`src/rtl/bit_serializer_pkg.sv`:
```
// Shared types and sizing helpers for the bit_serializer block.
package bit_serializer_pkg;

    // PAR keeps its encoding even when the parity option is compiled out.
    typedef enum logic [1:0] {
        IDLE  = 2'd0,
        SHIFT = 2'd1,
        PAR   = 2'd2,
        GAP   = 2'd3
    } ser_state_e;

    function automatic int cnt_w(input int n);
        if (n <= 1) begin
            return 1;
        end else begin
            return $clog2(n);
        end
    endfunction

endpackage

```
`src/rtl/bit_serializer.sv`:
```
// Parallel-to-serial feeder: MSB-first bit stream with per-bit enable and idle gap.
// Optional even-parity trailer bit enabled by `define BIT_SERIALIZER_PARITY_EN.
module bit_serializer
    import bit_serializer_pkg::*;
#(
    parameter int DATA_W     = 8,
    parameter int GAP_CYCLES = 2
) (
    input  logic              clk,
    input  logic              rst,
    input  logic [DATA_W-1:0] in_data,
    input  logic              in_valid,
    output logic              in_ready,
    output logic              s_out,
    output logic              s_out_en,
    output logic              busy
);

    localparam int BIT_W      = cnt_w(DATA_W);
    localparam int GAP_W      = cnt_w(GAP_CYCLES + 1);
    localparam int GAP_LAST_I = (GAP_CYCLES > 0) ? (GAP_CYCLES - 1) : 0;

    localparam logic [BIT_W-1:0] BIT_LAST = BIT_W'(DATA_W - 1);
    localparam logic [GAP_W-1:0] GAP_LAST = GAP_W'(GAP_LAST_I);

    ser_state_e        state_r;
    ser_state_e        state_s;
    logic [DATA_W-1:0] shreg_r;
    logic [BIT_W-1:0]  bit_cnt_r;
    logic [GAP_W-1:0]  gap_cnt_r;
    logic              accept_s;
`ifdef BIT_SERIALIZER_PARITY_EN
    logic              par_r;
`endif

    assign in_ready = (state_r == IDLE) && !rst;
    assign accept_s = in_valid && in_ready;
    assign busy     = (state_r != IDLE);

    // State register.
    always_ff @(posedge clk) begin
        if (rst) begin
            state_r <= IDLE;
        end else begin
            state_r <= state_s;
        end
    end

    // Next-state logic.
    always_comb begin
        state_s = state_r;
        case (state_r)
            IDLE: begin
                if (accept_s) begin
                    state_s = SHIFT;
                end else begin
                    state_s = IDLE;
                end
            end
            SHIFT: begin
                if (bit_cnt_r == BIT_LAST) begin
`ifdef BIT_SERIALIZER_PARITY_EN
                    state_s = PAR;
`else
                    if (GAP_CYCLES > 0) begin
                        state_s = GAP;
                    end else begin
                        state_s = IDLE;
                    end
`endif
                end else begin
                    state_s = SHIFT;
                end
            end
`ifdef BIT_SERIALIZER_PARITY_EN
            PAR: begin
                if (GAP_CYCLES > 0) begin
                    state_s = GAP;
                end else begin
                    state_s = IDLE;
                end
            end
`endif
            GAP: begin
                if (gap_cnt_r == GAP_LAST) begin
                    state_s = IDLE;
                end else begin
                    state_s = GAP;
                end
            end
            default: state_s = IDLE;
        endcase
    end

    // Shift register and the bit/gap counters.
    always_ff @(posedge clk) begin
        if (rst) begin
            shreg_r   <= '0;
            bit_cnt_r <= '0;
            gap_cnt_r <= '0;
        end else begin
            case (state_r)
                IDLE: begin
                    if (accept_s) begin
                        shreg_r   <= in_data;
                        bit_cnt_r <= '0;
                        gap_cnt_r <= '0;
                    end
                end
                SHIFT: begin
                    shreg_r   <= {shreg_r[DATA_W-2:0], 1'b0};
                    gap_cnt_r <= '0;
                    if (bit_cnt_r == BIT_LAST) begin
                        bit_cnt_r <= '0;
                    end else begin
                        bit_cnt_r <= bit_cnt_r + BIT_W'(1);
                    end
                end
                GAP: begin
                    if (gap_cnt_r == GAP_LAST) begin
                        gap_cnt_r <= '0;
                    end else begin
                        gap_cnt_r <= gap_cnt_r + GAP_W'(1);
                    end
                end
                default: begin
                    gap_cnt_r <= '0;
                end
            endcase
        end
    end

`ifdef BIT_SERIALIZER_PARITY_EN
    // Even parity of the word, captured together with the word itself.
    always_ff @(posedge clk) begin
        if (rst) begin
            par_r <= 1'b0;
        end else if (accept_s) begin
            par_r <= ^in_data;
        end else begin
            par_r <= par_r;
        end
    end
`endif

    // Serial outputs decoded from registered state only.
    always_comb begin
        s_out    = 1'b0;
        s_out_en = 1'b0;
        case (state_r)
            SHIFT: begin
                s_out    = shreg_r[DATA_W-1];
                s_out_en = 1'b1;
            end
`ifdef BIT_SERIALIZER_PARITY_EN
            PAR: begin
                s_out    = par_r;
                s_out_en = 1'b1;
            end
`endif
            default: begin
                s_out    = 1'b0;
                s_out_en = 1'b0;
            end
        endcase
    end

endmodule

```
`config.mk`:
```
export PLATFORM = sky130hd
export DESIGN_NAME = bit_serializer
export DESIGN_NICKNAME = d
export VERILOG_FILES = /design/src/rtl/bit_serializer_pkg.sv /design/src/rtl/bit_serializer.sv
export SDC_FILE = /design/constraint.sdc
export NUM_CORES = 1
export LEC_CHECK = 0
export ABC_AREA = 1
export BUFFER_PORTS_ARGS = -buffer_cell sky130_fd_sc_hd__buf_2
export CAP_MARGIN = 20
export CORE_MARGIN = 8
export CORE_UTILIZATION = 45
export CTS_CLUSTER_DIAMETER = 40
export CTS_CLUSTER_SIZE = 10
export DETAILED_ROUTE_END_ITERATION = 12
export GPL_ROUTABILITY_DRIVEN = 0
export PLACE_DENSITY = 0.65
export RECOVER_POWER = 50
export SYNTH_ARGS = -nofsm -noshare
export SYNTH_HDL_FRONTEND = slang
export SYNTH_SLANG_ARGS = --single-unit
```
`constraint.sdc`:
```
create_clock -name clk -period 1.45 [get_ports clk]
set_input_delay 0.435 -clock clk [delete_from_list [all_inputs] [get_ports clk]]
set_output_delay 0.435 -clock clk [all_outputs]
set_load 0.05 [all_outputs]
```
# --- Word-level counts from Yosys, hierarchy flattened ---
# Index checks and enable logic that the tools add are counted.
op_classes:
  n_addsub: 2
  n_eq_ne: 5
  muxes: 14
  reduce_logical: 7
op_table:
  columns: ["cell", "count"]
  rows:
  - ["$pmux 8 s2", 1]
  - ["$mux 2", 4]
  - ["$mux 8", 1]
  - ["$mux 3", 2]
  - ["$pmux 2 s3", 1]
  - ["$pmux 3 s2", 1]
  - ["$eq 2x1->1 const B", 2]
  - ["$pmux 2 s2", 1]
  - ["$reduce_bool 2->1", 2]
  - ["$add 3x1->3 const B", 1]
  - ["$eq 3x3->1 const B", 1]
  - ["$mux 1", 3]
  - ["$add 2x1->2 const B", 1]
  - ["$eq 2x2->1 const B", 1]
  - ["$logic_and 1x1->1", 2]
  - ["$logic_not 2->1", 1]
  - ["$ne 2x2->1 const B", 1]
  - ["$reduce_and 2->1", 1]
  - ["$logic_not 1->1", 1]
totals:
  reg_bits: 15

# --- Logic depth before layout (Yosys ltp) ---
depth:
  word_depth: 5
  ltp_mapped: 7
  depth_no_buf: 6

# --- Worst setup path before layout ---
# Ideal clock, no wire load.
synth_timing:
  path_type: "register to output"
  from: "reg state_r[0]"
  to: "out in_ready"
  arrival_ns: 1.523
  required_ns: 1.015
  slack_ns: -0.508
  stages_incl_launch_ff: 5
  path_cell_list: "dfxtp_1 buf_6 nor2_4 inv_1 nor2_1"
synth_via:
  elab_chain_cells: 2
synth_rtl:
  columns: ["item", "line", "text"]
  rows:
  - ["start, declared", "bit_serializer.sv:26", "ser_state_e state_r;"]
  - ["start signal, assigned", "bit_serializer.sv:45", "state_r <= state_s;"]
  - ["$logic_not 2->1", "bit_serializer.sv:36", "assign in_ready = (state_r == IDLE) && !rst;"]
  - ["$logic_and 1x1->1", "bit_serializer.sv:36", null]
  - ["end, declared", "bit_serializer.sv:13", "output logic in_ready,"]
# Every way passes these cells.

# --- Worst setup path after layout ---
# Same ends and word-level chain as after synthesis.

==> summary.md <==
| Metric | Value |
|---|---|
| Clock Path Buffers | `2` |
| Antenna cells | `0` |
| Final core occ | `0.545` |
| Mapped Area | `863 µm²` |
| Worst Hold Launch | `rst` |
| RSZ-0062 raised after global routing | `yes` |
| Largest net degree at the start of global routing | `20` |
| Vias | `782` |
| Initial Util | `0.459` |
| Die area | `0.00358 mm²` |
| Cell taking the most area after synthesis | `dfxtp_1` |
| Cell Count Post-Placement | `156` |
| Met2 WL | `853 µm` |
| Total power draw | `0.938 mW` |
| Net Sw Power | `0.296 mW` |
| CTS root buf | `clkbuf_4` |
| R2R cell count | `7` |
| Area Growth Syn to Fin | `18.7%` |
| Drt wl/cell | `11.0 µm` |
| Cell internal pwr | `0.642 mW` |
| Syn Nets | `129` |
| Adder-Cell Fraction of Synth Area | `0.0290` |
| Simple-Gate Fraction of Synth Area | `0.343` |
| CP startpoint | `state_r[0]$_SDFF_PP0_` |
| Fill cells | `197` |
| R2r setup slk | `0.10 ns` |
| Drt first-iter violations | `11` |
| Met3 wire len | `61 µm` |
| Fin. max-slew vios | `0` |
| Sequential share of the synthesized area | `0.348` |
| Mapped Cells | `116` |
| Die width | `59.8 µm` |
| Setup crit end kind | `primary output` |
| Final setup margin | `-0.0625 ns` |
| Clock skew | `0.00234 ns` |
| Combinational Power Share | `0.251` |
| Clock share of power | `0.265` |
| Top cell type's share of synthesized area | `0.348` |
| Core Box Area | `0.00188 mm²` |
| First-pass DRT Iterations | `4` |
| Worst-skew pair later-pin latency | `0.29 ns` |
| Sequential power share | `0.484` |
| H-Tree Depth | `1` |
| First-pass GRT wire length | `2800 µm` |
| Worst Tran Pin Value | `0.300 ns` |
| HP Class | `input port to flip-flop` |
| Startpoint types | `flip-flop` |
| Vias per inst | `4.80` |
| CTS tree | `yes` |
| Final Cycle Share | `1.04` |
| Pwr dens | `915 mW/mm²` |
| XOR/XNOR Fraction of Synth Area | `0` |
| Worst-path clk slew | `0.09 ns` |
| Distinct cells, synth | `21` |
| I/O Pins | `15` |
| Synth warnings | `0` |
| Total grt overflow | `0` |
| # setup viols final | `3` |
| Die height | `59.8 µm` |
| Setup Slack @ Placement | `0.0669 ns` |
| Initial antenna violation count | `0` |
| Vias in the first global route | `700` |
| CP max FO | `4` |
| TritonCTS Buffers | `3` |
| Max Cap Viol | `0` |
| Compound-gate portion of the synthesized area | `0.138` |
| Post-layout nets | `150` |
| Placement Rows | `16` |
| Buffers on Ports | `14` |
| Worst setup endpoint | `in_ready` |
| Rel. slew slack | `0.798` |
| Failing checks | `setup timing` |
| Setup tns final | `-0.0951 ns` |
| Req. time, crit path | `1.02 ns` |
| DRT antenna net count | `0` |
| Switching Share | `0.316` |
| Synth top area cells | `dfxtp_1 35%, nand2_1 13%, nand3_1 8.1%` |
| Synthesized flop and latch total | `15` |
| Max Clock Freq | `661 MHz` |
| DPL Wire Length | `1250 µm` |
| FF-to-FF End | `state_r[0]$_SDFF_PP0_` |
| # DRC | `0` |
| Main combinational cell family by area after synthesis | `simple AND/OR/NAND/NOR gates` |
| Routed Wire Length | `1790 µm` |
| Finished Layout Cells | `163` |
| Post-Syn Area per Cell | `7.44 µm²` |
| Cts hold-fix bufs | `0` |
| Total GRT Usage | `0.102` |
| Hold Violations, Final | `0` |
| WL met1 | `824 µm` |
| Outcome | `finished, violations left` |
| VDD IR max | `0.599 mV` |
| Crit Path Class | `flip-flop to primary output` |
| P_leak | `0.497 nW` |
| Post-synthesis mux area share | `0` |
| Clk sinks | `15` |
| Highest metal used | `met4` |
| Min Tclk post-route | `1.51 ns` |
| Share of layout cells above drive strength 1 | `0.301` |
| CP arrival | `1.08 ns` |
| R2r startpoint | `state_r[0]$_SDFF_PP0_` |
[repair_timing]
item / 4_1_cts / 5_1_grt
endpoints found under the hold margin: 0 / 0
resized for setup: 11 / 5
setup buffers: 1 / 2
endpoints found under the setup margin: 4 / 4
pin swaps: 1 / 3
[power by group through the flow]
| stage | clock, mW | combinational (mW) | sequential, mW |
|---|---|---|---|
| 2_1_floorplan | 0 | 0.190 | 0.460 |
| 3_5_place_dp | 0 | 0.218 | 0.466 |
| 5_1_grt | 0.265 | 0.262 | 0.457 |
| 6_report | 0.248 | 0.236 | 0.454 |
| 3_3_place_gp | 0 | 0.214 | 0.465 |
| 4_1_cts | 0.255 | 0.229 | 0.456 |
[layout by cell type (no fill, tap or decap), drive strengths merged]
cell    Yosys  routed
a21oi      15      15
nand4       1       1
o21bai      1       1
clkbuf      0       4
dfxtp      15      15
ha          2       2
buf         6      22
inv        14      14
nor2       11      11
nand2      31      31
nand3      18      18
o21ai       2       2
[sequential cells by signal, indices dropped and copies added, names as in the netlist]
register and flops:
bit_cnt_r 3, gap_cnt_r 2, shreg_r 8, state_r 2
[worst min path at each step]
stage	end	slack [ns]	cells past startpoint
6_report	state_r[1]$_SDFF_PP0_	0.41	2
5_1_grt	state_r[1]$_SDFF_PP0_	0.41	2
4_1_cts	state_r[1]$_SDFF_PP0_	0.40	2
3_5_place_dp	gap_cnt_r[1]$_SDFFE_PP0P_	0.43	2
3_3_place_gp	gap_cnt_r[1]$_SDFFE_PP0P_	0.43	2
2_1_floorplan	gap_cnt_r[1]$_SDFFE_PP0P_	0.42	2
[final cells by class]
cell class                 instances  area, µm²  share of cell area
inverter                          14       57.6              0.0562
sequential                        15        308               0.300
clock buffer                       4       26.3              0.0256
tap                               27       33.8              0.0330
timing repair buffer              22        163               0.159
multi-input combinational         81        437               0.426
[routing by layer]
layer / track usage / vias up
met5: 0 / -
met4: 0.0714 / 0
met3: 0.0215 / 5
met2: 0.162 / 12
met1: 0.118 / 353
li1: - / 412
[critical path, stage by stage (launching register included)]
cell and delay [ns]:
dfxtp_4 0.38, nor2_4 0.12, inv_2 0.06, nor2_4 0.08
buf_8 0.15
[cells in the mapped netlist, drive strengths merged]
cell / instances
nand2: 31
nand3: 18
a21oi: 15
dfxtp: 15
inv: 14
nor2: 11
buf: 6
ha: 2
o21ai: 2
nand4: 1
o21bai: 1
[cell families (layout without fill, tap and decap cells)]
kind of cell | after synthesis | after routing
buffers and inverters | 20 | 40
adders and majority gates | 2 | 2
DFF | 15 | 15
AOI/OAI and AO/OA | 18 | 18
and+or+nand+nor | 61 | 61
[per-stage QoR]
step           hold WS (ns)  cell area (µm²)
6_report              0.410             1020
5_1_grt               0.405             1020
4_1_cts               0.402             1020
3_5_place_dp          0.431              953
3_3_place_gp          0.432              953
2_1_floorplan         0.417              882
Note: power is estimated with default switching activity, not from simulation.
